[config.mk]
export PLATFORM = sky130hd
export DESIGN_NAME = spi_peripheral
export DESIGN_NICKNAME = d
export VERILOG_FILES = /design/src/rtl/spi_pkg.sv /design/src/rtl/spi_sync.sv /design/src/rtl/spi_peripheral.sv
export SDC_FILE = /design/constraint.sdc
export NUM_CORES = 1
export LEC_CHECK = 0
export ABC_AREA = 1
export CAP_MARGIN = 20
export CORE_ASPECT_RATIO = 1.75
export CORE_MARGIN = 2
export CORE_UTILIZATION = 40
export CTS_BUF_LIST = sky130_fd_sc_hd__clkbuf_8
export DETAILED_ROUTE_END_ITERATION = 10
export MAX_ROUTING_LAYER = met4
export SLEW_MARGIN = 20
export SYNTH_ARGS = -nofsm -noshare
export SYNTH_HDL_FRONTEND = slang
export SYNTH_SLANG_ARGS = --single-unit
[constraint.sdc]
create_clock -name clk -period 3.9 [get_ports clk]
set_input_delay 1.17 -clock clk [delete_from_list [all_inputs] [get_ports clk]]
set_output_delay 1.17 -clock clk [all_outputs]
set_load 0.02 [all_outputs]
[src/rtl/spi_pkg.sv]
// Shared types and mode-0 constants for the SPI peripheral.
// Bits travel MSB first; sck idles low (CPOL=0), data sampled on rising sck (CPHA=0).
package spi_pkg;

    typedef enum logic [1:0] {
        IDLE,
        ACTIVE,
        DONE_WAIT
    } spi_periph_state_t;

    // Mode 0 idle level of sck, used as the synchronizer reset value.
    localparam logic SCK_IDLE = 1'b0;

    // cs synchronizer resets high so a cs held high through reset never looks like a new frame.
    localparam logic CS_RST_LEVEL = 1'b1;

endpackage

[src/rtl/spi_sync.sv]
// STAGES-deep synchronizer for an asynchronous pin, with rise/fall detect
// taken from the last two synchronized samples.
module spi_sync #(
    parameter int   STAGES  = 2,
    parameter logic RST_VAL = 1'b0
) (
    input  logic clk,
    input  logic nrst,
    input  logic din,
    output logic rise,
    output logic fall
);

    logic [STAGES-1:0] sync_p;
    logic              prev_p;
    logic              q;

    always_ff @(posedge clk or negedge nrst) begin
        if (!nrst) begin
            sync_p <= {STAGES{RST_VAL}};
            prev_p <= RST_VAL;
        end else begin
            sync_p <= (sync_p << 1) | STAGES'(din);
            prev_p <= sync_p[STAGES-1];
        end
    end

    assign q    = sync_p[STAGES-1];
    assign rise = q & ~prev_p;
    assign fall = ~q & prev_p;

endmodule

[src/rtl/spi_peripheral.sv]
// Mode-0 SPI responder oversampled in the clk domain; one RX word and one TX word per frame.
// Optional sticky frame-error flag enabled by defining SPI_PERIPHERAL_ERR_EN.
module spi_peripheral
    import spi_pkg::*;
#(
    parameter int TX_WIDTH    = 8,
    parameter int RX_WIDTH    = 8,
    parameter int NSCK        = 16,
    parameter int SYNC_STAGES = 2
) (
    input  logic                clk,
    input  logic                nrst,
    input  logic                sck,
    input  logic                sdi,
    input  logic                cs,
    output logic                sdo,
    input  logic [TX_WIDTH-1:0] tx_data,
    output logic [RX_WIDTH-1:0] rx_data,
    output logic                done
`ifdef SPI_PERIPHERAL_ERR_EN
    ,
    output logic                err
`endif
);

    localparam int CNT_W = $clog2(NSCK + 1);
    localparam logic [CNT_W-1:0] LAST_BIT = CNT_W'(NSCK - 1);

    logic sck_rise, sck_fall, cs_rise, cs_fall;
    logic [SYNC_STAGES-1:0] sdi_p;
    logic sdi_s;

    spi_periph_state_t state, state_nxt;
    logic [TX_WIDTH-1:0] tx_shift, tx_shift_nxt, tx_shifted;
    logic [RX_WIDTH-1:0] rx_shift, rx_shift_nxt, rx_shifted;
    logic [RX_WIDTH-1:0] rx_data_nxt;
    logic [CNT_W-1:0]    bit_cnt, bit_cnt_nxt;
    logic                sdo_nxt, done_nxt;
`ifdef SPI_PERIPHERAL_ERR_EN
    logic                err_nxt;
`endif

    spi_sync #(.STAGES(SYNC_STAGES), .RST_VAL(SCK_IDLE)) u_sck_sync (
        .clk  (clk),
        .nrst (nrst),
        .din  (sck),
        .rise (sck_rise),
        .fall (sck_fall)
    );

    spi_sync #(.STAGES(SYNC_STAGES), .RST_VAL(CS_RST_LEVEL)) u_cs_sync (
        .clk  (clk),
        .nrst (nrst),
        .din  (cs),
        .rise (cs_rise),
        .fall (cs_fall)
    );

    // sdi only needs the same delay as sck so it lines up with the detected edge.
    always_ff @(posedge clk or negedge nrst) begin
        if (!nrst) sdi_p <= '0;
        else       sdi_p <= (sdi_p << 1) | SYNC_STAGES'(sdi);
    end
    assign sdi_s = sdi_p[SYNC_STAGES-1];

    always_ff @(posedge clk or negedge nrst) begin
        if (!nrst) begin
            state   <= IDLE;
            rx_data <= '0;
            bit_cnt <= '0;
            sdo     <= 1'b0;
            done    <= 1'b0;
        end else begin
            state   <= state_nxt;
            rx_data <= rx_data_nxt;
            bit_cnt <= bit_cnt_nxt;
            sdo     <= sdo_nxt;
            done    <= done_nxt;
        end
    end

    always_ff @(posedge clk) begin
        tx_shift <= tx_shift_nxt;
        rx_shift <= rx_shift_nxt;
    end

`ifdef SPI_PERIPHERAL_ERR_EN
    always_ff @(posedge clk or negedge nrst) begin
        if (!nrst) err <= 1'b0;
        else       err <= err_nxt;
    end
`endif

    always_comb begin
        state_nxt    = state;
        tx_shift_nxt = tx_shift;
        rx_shift_nxt = rx_shift;
        rx_data_nxt  = rx_data;
        bit_cnt_nxt  = bit_cnt;
        sdo_nxt      = sdo;
        done_nxt     = 1'b0;
`ifdef SPI_PERIPHERAL_ERR_EN
        err_nxt      = err;
`endif
        tx_shifted   = tx_shift << 1;
        rx_shifted   = (rx_shift << 1) | RX_WIDTH'(sdi_s);

        case (state)
            IDLE: begin
                sdo_nxt = 1'b0;
                if (cs_rise) begin
                    tx_shift_nxt = tx_data;
                    sdo_nxt      = tx_data[TX_WIDTH-1];
                    bit_cnt_nxt  = '0;
                    state_nxt    = ACTIVE;
                end
            end
            ACTIVE: begin
                if (cs_fall) begin
                    sdo_nxt   = 1'b0;
                    state_nxt = IDLE;
`ifdef SPI_PERIPHERAL_ERR_EN
                    if (bit_cnt != '0) err_nxt = 1'b1;
`endif
                end else if (sck_rise) begin
                    rx_shift_nxt = rx_shifted;
                    bit_cnt_nxt  = bit_cnt + CNT_W'(1);
                    // Last bit: publish the word in the same clk as the final shift.
                    if (bit_cnt == LAST_BIT) begin
                        rx_data_nxt = rx_shifted;
                        done_nxt    = 1'b1;
                        sdo_nxt     = 1'b0;
                        state_nxt   = DONE_WAIT;
`ifdef SPI_PERIPHERAL_ERR_EN
                        err_nxt     = 1'b0;
`endif
                    end
                end else if (sck_fall) begin
                    tx_shift_nxt = tx_shifted;
                    sdo_nxt      = tx_shifted[TX_WIDTH-1];
                end
            end
            DONE_WAIT: begin
                sdo_nxt = 1'b0;
                if (cs_fall) begin
                    state_nxt = IDLE;
                end
`ifdef SPI_PERIPHERAL_ERR_EN
                else if (sck_rise) begin
                    err_nxt = 1'b1;
                end
`endif
            end
            default: begin
                sdo_nxt   = 1'b0;
                state_nxt = IDLE;
            end
        endcase
    end

endmodule

## Word level (Yosys, flattened, before mapping)

Cells that the tools add are included.

- Bits of input ports: 13
- Word-level logic and storage cells: 72
- Flip-flop bits (word level): 39

- Equality and inequality tests: 13
- Reduce and logical (&&, ||, !) cells: 8
- Multiplexer cells: 25
- Bitwise operators: 13
- Add/sub/neg operators: 1

Operators by type and width:

| cell | number |
|---|---|
| 7-bit two-way mux | 4 |
| 5-bit two-way mux | 3 |
| 7-bit case mux with 2 select lines | 1 |
| 2-bit != test (second input constant) | 6 |
| 4-bit AND reduction | 3 |
| 2-bit two-way mux | 5 |
| 5-bit case mux with 2 select lines | 1 |
| 1-bit two-way mux | 9 |
| 4-bit != test (second input constant) | 2 |
| 8-bit by 1-bit OR with 8-bit output | 1 |
| 3-bit != test (second input constant) | 2 |
| 2-bit by 1-bit OR with 2-bit output | 3 |
| 2-bit case mux with 3 select lines | 1 |
| 5-bit by 1-bit adder with 5-bit output (second input constant) | 1 |
| 5-bit by 4-bit equality test with 1-bit output (second input constant) | 1 |
| 1-bit inverter | 5 |
| 5-bit AND reduction | 1 |
| 1-bit AND | 4 |
| 3-bit AND reduction | 1 |
| 2-bit by 1-bit equality test with 1-bit output (second input constant) | 1 |
| 2-bit equality test (second input constant) | 1 |
| 2-bit logical NOT | 1 |
| 1-bit case mux with 2 select lines | 1 |
| 2-bit AND reduction | 1 |
| 2-bit nonzero test | 1 |

## Logic depth before layout (Yosys ltp)

- Depth in word-level cells: 6
- Gate-level depth with buffers: 10

## Modules after synthesis

From an unflattened synthesis, not the netlist that was laid out.

- Cell total of the unflattened synthesis: 160
- Area, all modules: 1,631.6 sq um

By module, submodules not included:

| module | area each (sq um) | cells each | times used |
|---|---|---|---|
| spi_peripheral | 1,447.6 | 146 | 1 |
| spi_sync (u_cs_sync) | 93.8 | 7 | 1 |
| spi_sync (u_sck_sync) | 90.1 | 7 | 1 |

## Worst setup path before layout

No wires, ideal clock.

- Kind: register to register
- Start point: register u_sck_sync.prev_p
- End point: register tx_shift[0] (enable)
- Period minus slack after synthesis: 1,818 ps
- Slack: 2,082 ps
- Path buffers: 0
- Stages on the path, launching flop included: 6
- Arrival: 1,438 ps
- Cell sequence: dfrtp_1 > inv_1 > ha_1 > inv_1 > a21oi_1 > nor3_1

- Cells in the longest elaborated chain, start to end: 4

Ends and longest elaborated chain:

| element | RTL line | text |
|---|---|---|
| from (decl) | spi_sync.sv:15 | `logic prev_p;` |
| from (signal assigned) | spi_sync.sv:24 | `prev_p <= sync_p[STAGES-1];` |
| 1-bit inverter | spi_sync.sv:29 | `assign rise = q & ~prev_p;` |
| 1-bit AND | spi_sync.sv:29 |  |
| 2-bit != test (no source line) | n/a |  |
| 5-bit AND reduction (no source line) * | n/a |  |
| to (signal assigned) | spi_peripheral.sv:83 | `tx_shift <= tx_shift_nxt;` |
| to (decl) | spi_peripheral.sv:34 | `logic [TX_WIDTH-1:0] tx_shift, tx_shift_nxt, tx_shifted;` |

Every way passes the cells marked *; elsewhere a longest branch is shown, timed or not.
A chain may end at the register's enable or synchronous reset.

## Final worst setup path

- Start point: register sdo
- End point: output port sdo

RTL lines:

| element | RTL line | text |
|---|---|---|
| from (decl) | spi_peripheral.sv:16 | `output logic sdo,` |
| from (signal assigned) | spi_peripheral.sv:77 | `sdo <= sdo_nxt;` |

No word-level cell between the ends.

==> flow_summary_export.csv <==
group,metric,value,unit
grt,grt_max_degree,24,
worst_hold_path,min_path_type,"reg2reg",
setup_path,r2r_end,"tx_shift[1]",
clock_network,cts_root_buffer,"clkbuf_8",
timing,finalHoldViolations,0,
setup_path,arrival,1.24,ns
die,ios,23,
grt,grt_pass1_vias,1082,
grt,grt-ovfl-total,0,
clock_network,h-tree-depth,2,
clock_network,cts_num_sinks,39,
die,die_w,52.0,um
place,hpwlAfterDp,2030,um
route,vias,1114,
route,avgRoutedWirePerCell,11.3,um
pwr,powerDensity,537,nW/um^2
place,place_congestion,0.838,
die,core-area,3870,um^2
setup_path,slowest_delay,0.60,ns
clock_network,clk-insertion-delay-late,0.29,ns
place,dpl.cell_count,227,
worst_hold_path,whs_endpoint,"u_sck_sync.sync_p[1]",
timing,holdWs,0.351,ns
setup_path,reg2reg_slack,1.73,ns
place,dpl_cell_area,1900,um^2
finish,fillers,354,
timing,skew,0.00828,ns
finish,drive_above_1_share,0.112,
die,initial_core_util,0.417,
timing,fin_crit,2.41,ns
timing,post-route-period-util,0.619,
setup_path,critPathKind,"reg2out",
finish,multi_input_area,494,um^2
yosys,synthXorXnorAreaFrac,0.00544,
status,status,"finished, final reports clean",
setup_path,r2r_start,"u_sck_sync.prev_p",
finish,layout_commonest_cell,"nand2_1",
timing,grt_setup_unrepaired,"no",
setup_path,crit_required,2.73,ns
setup_path,worstSetupStartpointType,"flip-flop",
yosys,yosys.area_share.simple,0.238,
die,die_h,87.9,um
pwr,leakage,0.961,nW
pwr,peakVddDrop,288,uV
worst_hold_path,worstHoldStart,"u_sck_sync.sync_p[0]",
timing,setup_viol,0,
place,numPortBuffers,22,
finish,syn2layout_area_growth,24.6,%
yosys,synth_top_family_by_area,"simple AND/OR/NAND/NOR gates",
finish,final_cells,235,
clock_network,cts_resized,0,
grt,antenna_found_initial,0,
clock_network,hold_buffers,0,
clock_network,clockBufferDepth,2,
grt,grt_usage,0.147,
die,num_rows,30,
setup_path,crit_family,"buffers and inverters",
flow_run,max_cap_viol_count,0,
worst_hold_path,hold_depth,0,
finish,design_area,2010,um^2
yosys,synth-seq-cells,39,
finish,fin_nets,204,
finish,num_antenna_cells,0,
grt,grt_first_pass_wirelength,4700,um
setup_path,endpoint_kind,"primary output",
clock_network,cts_tree,"yes",
setup_path,worstRegToRegCells,5,
finish,ff_latch_area,1050,um^2
yosys,synth.distinct_cells,20,
route,drc,0,
timing,fmax,0.414,GHz
clock_network,cts_inserted_buffers,5,
yosys,synth-compound-area-share,0.0249,
setup_path,cpMaxStageDelayCell,"clkdlybuf4s50_1",
timing,tightest_slew,1.02,ns
yosys,synth_nets,174,
clock_network,post_cts_buffers,0,
route,ant_nets,0,
setup_path,worstPathMaxFanout,2,
route,dr.pass1.iters,4,
yosys,netlist_area,1610,um^2
setup_path,cp_num_buf_inv,1,
yosys,synthMuxAreaShare,0,
place,post-place-ws,1.38,ns
yosys,synth_fa_ha_area_frac,0.0389,
setup_path,path_depth,1,
timing,slew_violations,0,
die,dieArea,4570,um^2
route,wirelength,2660,um
clock_network,path_clk_slew,0.08,ns
route,vias_per_cell,4.74,
route,drtIter0Drc,26,
timing,setup_ws,1.49,ns
finish,final_cell_mix,"66 x nand2_1, 22 x dfrtp_1, 21 x clkdlybuf4s50_1",
timing,fin_setup_tns,0,ns
yosys,synthesis.instances,156,
yosys,yosysSeqAreaShare,0.652,
timing,relSlewSlack,0.314,
yosys,avgSynthCellArea,10.3,um^2
setup_path,crit_chain,"clkdlybuf4s50_1",
yosys,yosys_warnings,0,
==> layout make-up <==
type                            instances  share of cell area
Clock inverter                          3              0.0218
Tap cell                               48              0.0299
Clock buffer                            5              0.0343
Inverter                               15              0.0331
Multi-Input combinational cell        102               0.246
Sequential cell                        39               0.523
Timing Repair Buffer                   23               0.111
==> registers in the layout (all words and copies together), names as in the netlist, 2 cells and up <==
register,cells
u_cs_sync.sync_p,2
u_sck_sync.sync_p,2
rx_data,8
tx_shift,7
bit_cnt,5
state,2
sdi_p,2
rx_shift,7
==> logic make-up after synthesis <==
family	after synthesis
buf+inv	15
flops	39
simple gates	88
compound gates	8
fa+ha+maj	5
xor+xnor	1
==> metal layers <==
metal  part of all wire  wire length [um]  global-route usage
met1               0.39              1050               0.156
met2               0.53              1420               0.239
met3              0.047               124              0.0410
met4              0.025                67              0.0837
met5                  0                 0                   -
==> cell usage after synthesis <==
master,instances,share of area
inv_6,1,0.0054
o21ai_1,3,0.0093
inv_1,12,0.028
ha_1,5,0.039
edfxtp_1,14,0.26
inv_2,1,0.0023
dfstp_2,3,0.049
nand3_1,6,0.019
xor2_1,1,0.0054
a21oi_1,3,0.0093
nor3_1,1,0.0031
o21ai_0,2,0.0062
clkinv_4,1,0.0054
dfrtp_1,22,0.34
nor2_8,1,0.012
or2_2,1,0.0039
nand4_1,1,0.0039
nor2_1,9,0.021
nand2_4,3,0.021
nand2_1,66,0.15
==> how the worst max path moves through the flow <==
stage                 startpoint                  end
2_1_floorplan  u_sck_sync.prev_p          tx_shift[0]
3_3_place_gp                nrst  u_cs_sync.sync_p[0]
3_5_place_dp                nrst  u_cs_sync.sync_p[0]
4_1_cts                      sdo                  sdo
5_1_grt               rx_data[2]           rx_data[2]
6_report                     sdo                  sdo
==> stage by stage <==
stage	power, mW	util
global route	1.14	0.519
global placement	0.754	0.491
detailed placement	0.763	0.491
finish	1.08	0.519
floorplan	0.689	-
CTS	1.09	0.520
==> report_power, final <==
part | switching (mW) | internal (mW)
sequential | 0.0335 | 0.505
combinational | 0.140 | 0.0716
clock | 0.136 | 0.190
total | 0.310 | 0.766
Note: power is estimated with default switching activity, not from simulation.
